<file path="src/rtl/pattern_scan_pkg.sv">
// pattern_scan_pkg: shared state encoding and default address map for the pattern-count sequencer
package pattern_scan_pkg;
  typedef enum logic [2:0] {IDLE, LDPAT, SCAN, WR0, WR1, WR2, DONE} state_e;
  localparam int         MSG_BYTES_DEF = 32;
  localparam logic [7:0] MSG_BASE_DEF  = 8'd0;
  localparam logic [7:0] PAT_ADDR_DEF  = 8'd32;
  localparam logic [7:0] RES_ADDR_DEF  = 8'd33;
  localparam logic [7:0] OFF_CTB       = 8'd0;
  localparam logic [7:0] OFF_CTO       = 8'd1;
  localparam logic [7:0] OFF_CTS       = 8'd2;
endpackage

</file>
<file path="src/rtl/pattern_window_match.sv">
// pattern_window_match: counts 5-bit pattern hits inside one byte and across the boundary with the previous byte
//   pat     pattern to match
//   cur     current message byte
//   prev    previous message byte (low nibble forms the crossing windows)
//   first   high for byte 0, which has no crossing windows
//   in_cnt  in-byte hits (0..4), any_hit = in_cnt != 0, x_cnt = crossing hits (0..4)
module pattern_window_match (
  input  logic [4:0] pat,
  input  logic [7:0] cur,
  input  logic [7:0] prev,
  input  logic       first,
  output logic [2:0] in_cnt,
  output logic       any_hit,
  output logic [2:0] x_cnt
);
  logic [11:0] w;
  assign w = {prev[3:0], cur};
  always_comb begin
    in_cnt = '0;
    x_cnt  = '0;
    for (int k = 0; k < 4; k++) begin
      in_cnt = in_cnt + 3'(cur[k +: 5] == pat);
      x_cnt  = x_cnt + 3'(!first && (w[k + 4 +: 5] == pat));
    end
  end
  assign any_hit = in_cnt != 3'd0;
endmodule

</file>
<file path="src/rtl/pattern_scan_ctrl.sv">
// pattern_scan_ctrl: data-memory sequencer that loads a pattern, scans the message and writes back three hit counts
//   clk, reset (async, active-low), start/done/busy handshake
//   mem_req/mem_gnt/mem_addr/mem_rd_data/mem_wr_en/mem_wr_data: shared data-memory port, a beat completes on req&gnt
//   optional PATTERN_SCAN_PERF_EN adds perf_cycles: busy-cycle count of the last run, saturating
module pattern_scan_ctrl
  import pattern_scan_pkg::*;
#(
  parameter int         MSG_BYTES = MSG_BYTES_DEF,
  parameter logic [7:0] MSG_BASE  = MSG_BASE_DEF,
  parameter logic [7:0] PAT_ADDR  = PAT_ADDR_DEF,
  parameter logic [7:0] RES_ADDR  = RES_ADDR_DEF
) (
  input  logic        clk,
  input  logic        reset,
  input  logic        start,
  output logic        done,
  output logic        busy,
  output logic        mem_req,
  input  logic        mem_gnt,
  output logic [7:0]  mem_addr,
  input  logic [7:0]  mem_rd_data,
  output logic        mem_wr_en,
  output logic [7:0]  mem_wr_data
`ifdef PATTERN_SCAN_PERF_EN
  ,
  output logic [15:0] perf_cycles
`endif
);
  state_e     state_q;
  logic       done_q, busy_q, req_q, wr_en_q;
  logic [7:0] addr_q, wr_data_q, idx_q, prev_q, ctb_q, cto_q, cts_q;
  logic [4:0] pat_q;
  logic [2:0] in_cnt, x_cnt;
  logic       any_hit;
  logic [7:0] ctb_d, cts_d;
  logic       start_ok;
  pattern_window_match u_match (
    .pat    (pat_q),
    .cur    (mem_rd_data),
    .prev   (prev_q),
    .first  (idx_q == 8'd0),
    .in_cnt (in_cnt),
    .any_hit(any_hit),
    .x_cnt  (x_cnt)
  );
  assign ctb_d    = ctb_q + 8'(in_cnt);
  assign cts_d    = cts_q + 8'(in_cnt) + 8'(x_cnt);
  assign start_ok = start && (state_q == IDLE || state_q == DONE);
  // done is raised one cycle after entering DONE, so the final write beat is fully retired before completion is visible
  always_ff @(posedge clk or negedge reset) begin
    if (!reset) begin
      state_q   <= IDLE;
      done_q    <= 1'b0;
      busy_q    <= 1'b0;
      req_q     <= 1'b0;
      wr_en_q   <= 1'b0;
      addr_q    <= '0;
      wr_data_q <= '0;
      idx_q     <= '0;
      prev_q    <= '0;
      pat_q     <= '0;
      ctb_q     <= '0;
      cto_q     <= '0;
      cts_q     <= '0;
    end else begin
      case (state_q)
        IDLE, DONE: begin
          if (start) begin
            state_q <= LDPAT;
            done_q  <= 1'b0;
            busy_q  <= 1'b1;
            req_q   <= 1'b1;
            addr_q  <= PAT_ADDR;
          end else if (state_q == DONE) begin
            done_q <= 1'b1;
          end
        end
        LDPAT: if (mem_gnt) begin
          pat_q   <= mem_rd_data[7:3];
          ctb_q   <= '0;
          cto_q   <= '0;
          cts_q   <= '0;
          idx_q   <= '0;
          prev_q  <= '0;
          state_q <= SCAN;
          addr_q  <= MSG_BASE;
        end
        SCAN: if (mem_gnt) begin
          ctb_q  <= ctb_d;
          cto_q  <= cto_q + 8'(any_hit);
          cts_q  <= cts_d;
          prev_q <= mem_rd_data;
          idx_q  <= idx_q + 8'd1;
          if (idx_q == 8'(MSG_BYTES - 1)) begin
            state_q   <= WR0;
            addr_q    <= RES_ADDR + OFF_CTB;
            wr_en_q   <= 1'b1;
            wr_data_q <= ctb_d;
          end else begin
            addr_q <= MSG_BASE + idx_q + 8'd1;
          end
        end
        WR0: if (mem_gnt) begin
          state_q   <= WR1;
          addr_q    <= RES_ADDR + OFF_CTO;
          wr_data_q <= cto_q;
        end
        WR1: if (mem_gnt) begin
          state_q   <= WR2;
          addr_q    <= RES_ADDR + OFF_CTS;
          wr_data_q <= cts_q;
        end
        WR2: if (mem_gnt) begin
          state_q   <= DONE;
          busy_q    <= 1'b0;
          req_q     <= 1'b0;
          wr_en_q   <= 1'b0;
          addr_q    <= '0;
          wr_data_q <= '0;
        end
        default: state_q <= IDLE;
      endcase
    end
  end
  assign done        = done_q;
  assign busy        = busy_q;
  assign mem_req     = req_q;
  assign mem_addr    = addr_q;
  assign mem_wr_en   = wr_en_q;
  assign mem_wr_data = wr_data_q;
`ifdef PATTERN_SCAN_PERF_EN
  logic [15:0] perf_q;
  always_ff @(posedge clk or negedge reset) begin
    if (!reset) perf_q <= '0;
    else if (start_ok) perf_q <= '0;
    else if (busy_q && perf_q != 16'hFFFF) perf_q <= perf_q + 16'd1;
  end
  assign perf_cycles = perf_q;
`else
  logic unused_start_ok;
  assign unused_start_ok = start_ok;
`endif
endmodule

</file>
<file path="config.mk">
export PLATFORM = sky130hd
export DESIGN_NAME = pattern_scan_ctrl
export DESIGN_NICKNAME = d
export VERILOG_FILES = /design/src/rtl/pattern_scan_pkg.sv /design/src/rtl/pattern_window_match.sv /design/src/rtl/pattern_scan_ctrl.sv
export SDC_FILE = /design/constraint.sdc
export NUM_CORES = 1
export LEC_CHECK = 0
export ABC_CLOCK_PERIOD_IN_PS = 4280
export BUFFER_PORTS_ARGS = -buffer_cell sky130_fd_sc_hd__buf_2
export CORE_AREA = 2 2 130 100
export DETAILED_ROUTE_END_ITERATION = 10
export DIE_AREA = 0 0 132 102
export GPL_ROUTABILITY_DRIVEN = 0
export PLACE_DENSITY = 0.51
export RECOVER_POWER = 100
export SLEW_MARGIN = 15
export SYNTH_ARGS = -nofsm -noshare
export SYNTH_HDL_FRONTEND = slang
export SYNTH_SLANG_ARGS = --single-unit
</file>
<file path="constraint.sdc">
create_clock -name clk -period 4.28 [get_ports clk]
set_input_delay 0.856 -clock clk [delete_from_list [all_inputs] [get_ports clk]]
set_output_delay 0.856 -clock clk [all_outputs]
set_load 0.02 [all_outputs]
</file>
==> results.py <==
metrics = {
    "logic_synthesis": {
        "syn_area_per_cell_um2": 9.49,
        "synthesis.nets": 474,
        "synth-edff-count": 0,
        "yosys_register_bits": 63,
        "synth_top_family_by_area": "compound AO/OA/AOI/OAI gates",
        "yosys-mux-area-fraction": 0.0267,
        "synth_area_um2": 4180,
        "ys_dominant_reg_cell": "dfrtp_1",
        "synth-compound-area-share": 0.170,
        "yosys.area_share.simple": 0.163,
        "synth-xor-area-share": 0.124,
        "synth_largest_area_cell": "dfrtp_1",
        "asyncSetResetFlopFracSynth": 1.00,
        "netlist-cell-type-count": 60,
        "synthTopCellsByArea": "dfrtp_1 (38%), xor2_1 (6.5%), xnor2_1 (5.9%), ha_1 (4.8%), o21ai_0 (3.6%)",
        "synthAdderAreaFrac": 0.0767,
        "ys_seq_area_frac": 0.377,
        "postSynthCellCount": 440,
        "yosysTopAreaCellShare": 0.377,
        "yosysWarnings": 0,
    },
    "drt": {
        "drt_pre_antenna_iters": 5,
        "average_wire_per_standard_cell_um": 15.8,
        "drtAntennaViolNets": 0,
        "vias": 3261,
        "wl_um": 10000,
        "dr_vias_cell": 5.14,
        "drtIter0Drc": 173,
        "detail_route.drc_violations": 0,
    },
    "clock_tree": {
        "path_clk_slew_ps": 60,
        "tritoncts": "built",
        "clock_latency_at_the_later_pin_of_the_worst_skew_pair_ps": 340,
        "postCtsSetupRepairBufs": 0,
        "cts.repair.resized": 0,
        "number_of_levels_the_h_tree_was_split_into": 3,
        "clock_buffers_created_by_tritoncts": 9,
        "cts_num_sinks": 63,
        "ctsRootBufferMaster": "clkbuf_16",
        "clock_path_buffers": 2,
        "cts-hold-fix-buffers": 0,
    },
    "outcome": {
        "violated_checks": "capacitance limit, slew limit",
        "outcome": "finished, violations left",
    },
    "min_path": {
        "worstHoldPathType": "register to register",
    },
    "layout": {
        "nNetsFinal": 498,
        "layout-drive-gt1-share": 0.124,
        "antennaDiodeCount": 0,
        "final.fill_count": 1248,
        "area_growth_syn_to_layout_pct": 12.4,
        "finalCoreUtilization": 0.387,
        "final_design_area_no_fill_um2": 4700,
    },
    "setup_path": {
        "critPathRequiredTime_ps": 4490,
        "timing.critical_path.buf_inv": 5,
        "worstSetupPathType": "register to register",
        "critPathMostFrequentCell": "inv_1",
        "worstPathMaxFanout": 6,
        "slowest_delay_ps": 470,
        "timing.critical_path.slowest_stage_cell": "fa_1",
        "cp_cell_sequence": "inv_1 > ha_1 > nor4b_1 > nand2_1 > nand4_1 > nor3_1 > ha_1 > inv_1 > fa_1 > inv_1 > ha_1 > inv_1 > fa_1 > inv_1 > ha_1 > fa_1 > a21oi_2 > nor3b_2 > nand3_1 > xor2_1 > nor2_1",
        "cpLargestDelayFamily": "adder cells",
        "end_kind": "register",
        "critPathLaunchType": "register",
        "timing.critical_path.arrival_ps": 4180,
    },
    "sta": {
        "rsz_0062_raised_after_global_routing": "false",
        "final_hold_viol_count": 0,
        "fmaxAchievable_mhz": 252,
        "post-route-period-util": 0.928,
        "hold-worst-slack_ps": 478,
        "final.min_clock_period_ps": 3970,
        "finalClockSkew_ps": 7.30,
        "finalSetupViolations": 0,
        "finalMaxSlewViolations": 64,
        "relSlewSlack": -0.109,
        "transition_time_at_the_pin_with_the_least_slew_margin_ps": 1660,
    },
    "pwr": {
        "power-per-cell-area_nw_per_um2": 606,
        "max-vdd-ir-drop_mv": 0.221,
        "static-leakage-power_nw": 2.08,
        "post-layout-total-power_w": 0.00284,
    },
    "run": {
        "timing.max_cap.violations": 1,
    },
    "global_route": {
        "global_route.usage.total": 0.160,
        "global_route_total_overflow": 0,
        "grt_pass1_wl_um": 16700,
        "initial_antenna_violation_count": 0,
        "grt_max_degree": 64,
        "first_global_vias": 3140,
    },
    "die": {
        "start_util": 0.344,
        "fp.coreArea_um2": 12100,
        "die_outline_width_um": 132,
        "ios": 32,
        "placement_rows": 35,
        "chipHeight_um": 102,
        "dieArea_um2": 13500,
    },
    "place": {
        "post-dp-hpwl_um": 7050,
        "post_dp_cell_area_um2": 4470,
        "port_buffers": 31,
    },
}
registers in the layout, summed over array words and instances (netlist names):
name         cells
mem_wr_data      8
done             1
cts_q            8
mem_wr_en        1
state_q          3
prev_q           4
idx_q            8
ctb_q            8
cto_q            8
pat_q            5
mem_req          1
mem_addr         8
cell type report:
cell class              count  area [um^2]  share of cell area
clock buffers              10          229              0.0488
repair buffers             47          240              0.0512
multi-input cells         325         2330               0.497
clock inverters             6         37.5             0.00799
flip-flops and latches     63         1580               0.336
inverters                  18         67.6              0.0144
well taps                 166          208              0.0442
routing by layer:
layer	routed length, um	global-route usage
met5	0	0
met4	104	0.0426
met3	545	0.0417
met2	4240	0.235
met1	5160	0.234
cells in the mapped netlist, types with 4 or more instances:
library cell and count:
buf_6 4, dfrtp_1 63, buf_4 8, nand3_1 16, xnor2_1 28, inv_1 18, a22oi_1 4, a21o_1 8
fa_1 6, nor2_1 26, buf_2 5, o31ai_1 6, nor3_1 11, nand2_1 33, and3_1 4, buf_1 4
a21oi_1 20, or3_1 6, o21ai_0 30, nand4_1 6, nor2b_1 5, clkbuf_1 13, xor2_1 31, a22o_1 11
ha_1 16, mux2_2 6
worst reg2reg max path: stages, from the launching register on:
cell     delay (ps)
dfrtp_2         440
inv_1            80
ha_1            140
nor4b_1         210
nand2_1         180
nand4_1         130
nor3_1           60
ha_1            280
inv_1            50
fa_1            390
inv_1            70
ha_1            120
inv_1            50
fa_1            470
inv_1            40
ha_1            220
fa_1            400
a21oi_2         170
nor3b_2          70
nand3_1          90
xor2_1          140
nor2_1           50
worst paths after layout:
check	startpoint	to	slack [ps]	depth (start not counted)
setup / recovery	idx_q[0]$_DFFE_PN0P_	cts_q[7]$_DFFE_PN0P_	310	21
hold reg to reg	mem_addr[7]$_DFFE_PN0P_	mem_addr[7]$_DFFE_PN0P_	480	2
hold / removal	mem_addr[7]$_DFFE_PN0P_	mem_addr[7]$_DFFE_PN0P_	480	2
max in group asynchronous	reset	pat_q[3]$_DFFE_PN0P_	2130	2
min in group asynchronous	reset	mem_addr[6]$_DFFE_PN0P_	1030	2
setup reg to reg	idx_q[0]$_DFFE_PN0P_	cts_q[7]$_DFFE_PN0P_	310	21
kinds of logic (layout without fill, tap and decap cells):
logic type,after synthesis,count (layout)
compound gates,106,106
xor+xnor,59,59
fa+ha+maj,22,22
buf+inv,52,81
flops,63,63
mux,10,10
simple gates,128,128
cell usage in the layout, fill, tap and decap left out, drive strengths merged, types with 3 or more instances in the layout:
master,instances
dfrtp,63
clkbuf,35
nand2,33
o21ai,32
xor2,31
xnor2,28
nor2,26
a21oi,22
buf,22
inv,18
nand3,16
ha,16
nor3,13
a22o,12
mux2,9
a21o,8
nand4,6
or3,6
o31ai,6
fa,6
nor2b,5
a22oi,4
a41oi,4
and3,4
o22ai,3
clkinvlp,3
clkinv,3
nor3b,3
stage by stage:
stage / setup TNS [ps] / cells / worst slack [ps]
after floorplan: 0 / 440 / 7.72
after global routing: 0 / 635 / 9.71
final: 0 / 635 / 307
after global placement: -38.7 / 619 / -38.7
after detailed placement: -73.1 / 619 / -73.1
after CTS: 0 / 635 / 239
power by group:
group,internal (W),total (W),switching [W],leakage [nW]
logic,0.000487,0.00117,0.000686,1.12
clock network,0.000388,0.000667,0.000278,0.124
registers,0.000752,0.00100,0.000252,0.831
total,0.00163,0.00284,0.00122,2.08
Note: power is estimated with default switching activity, not from simulation.
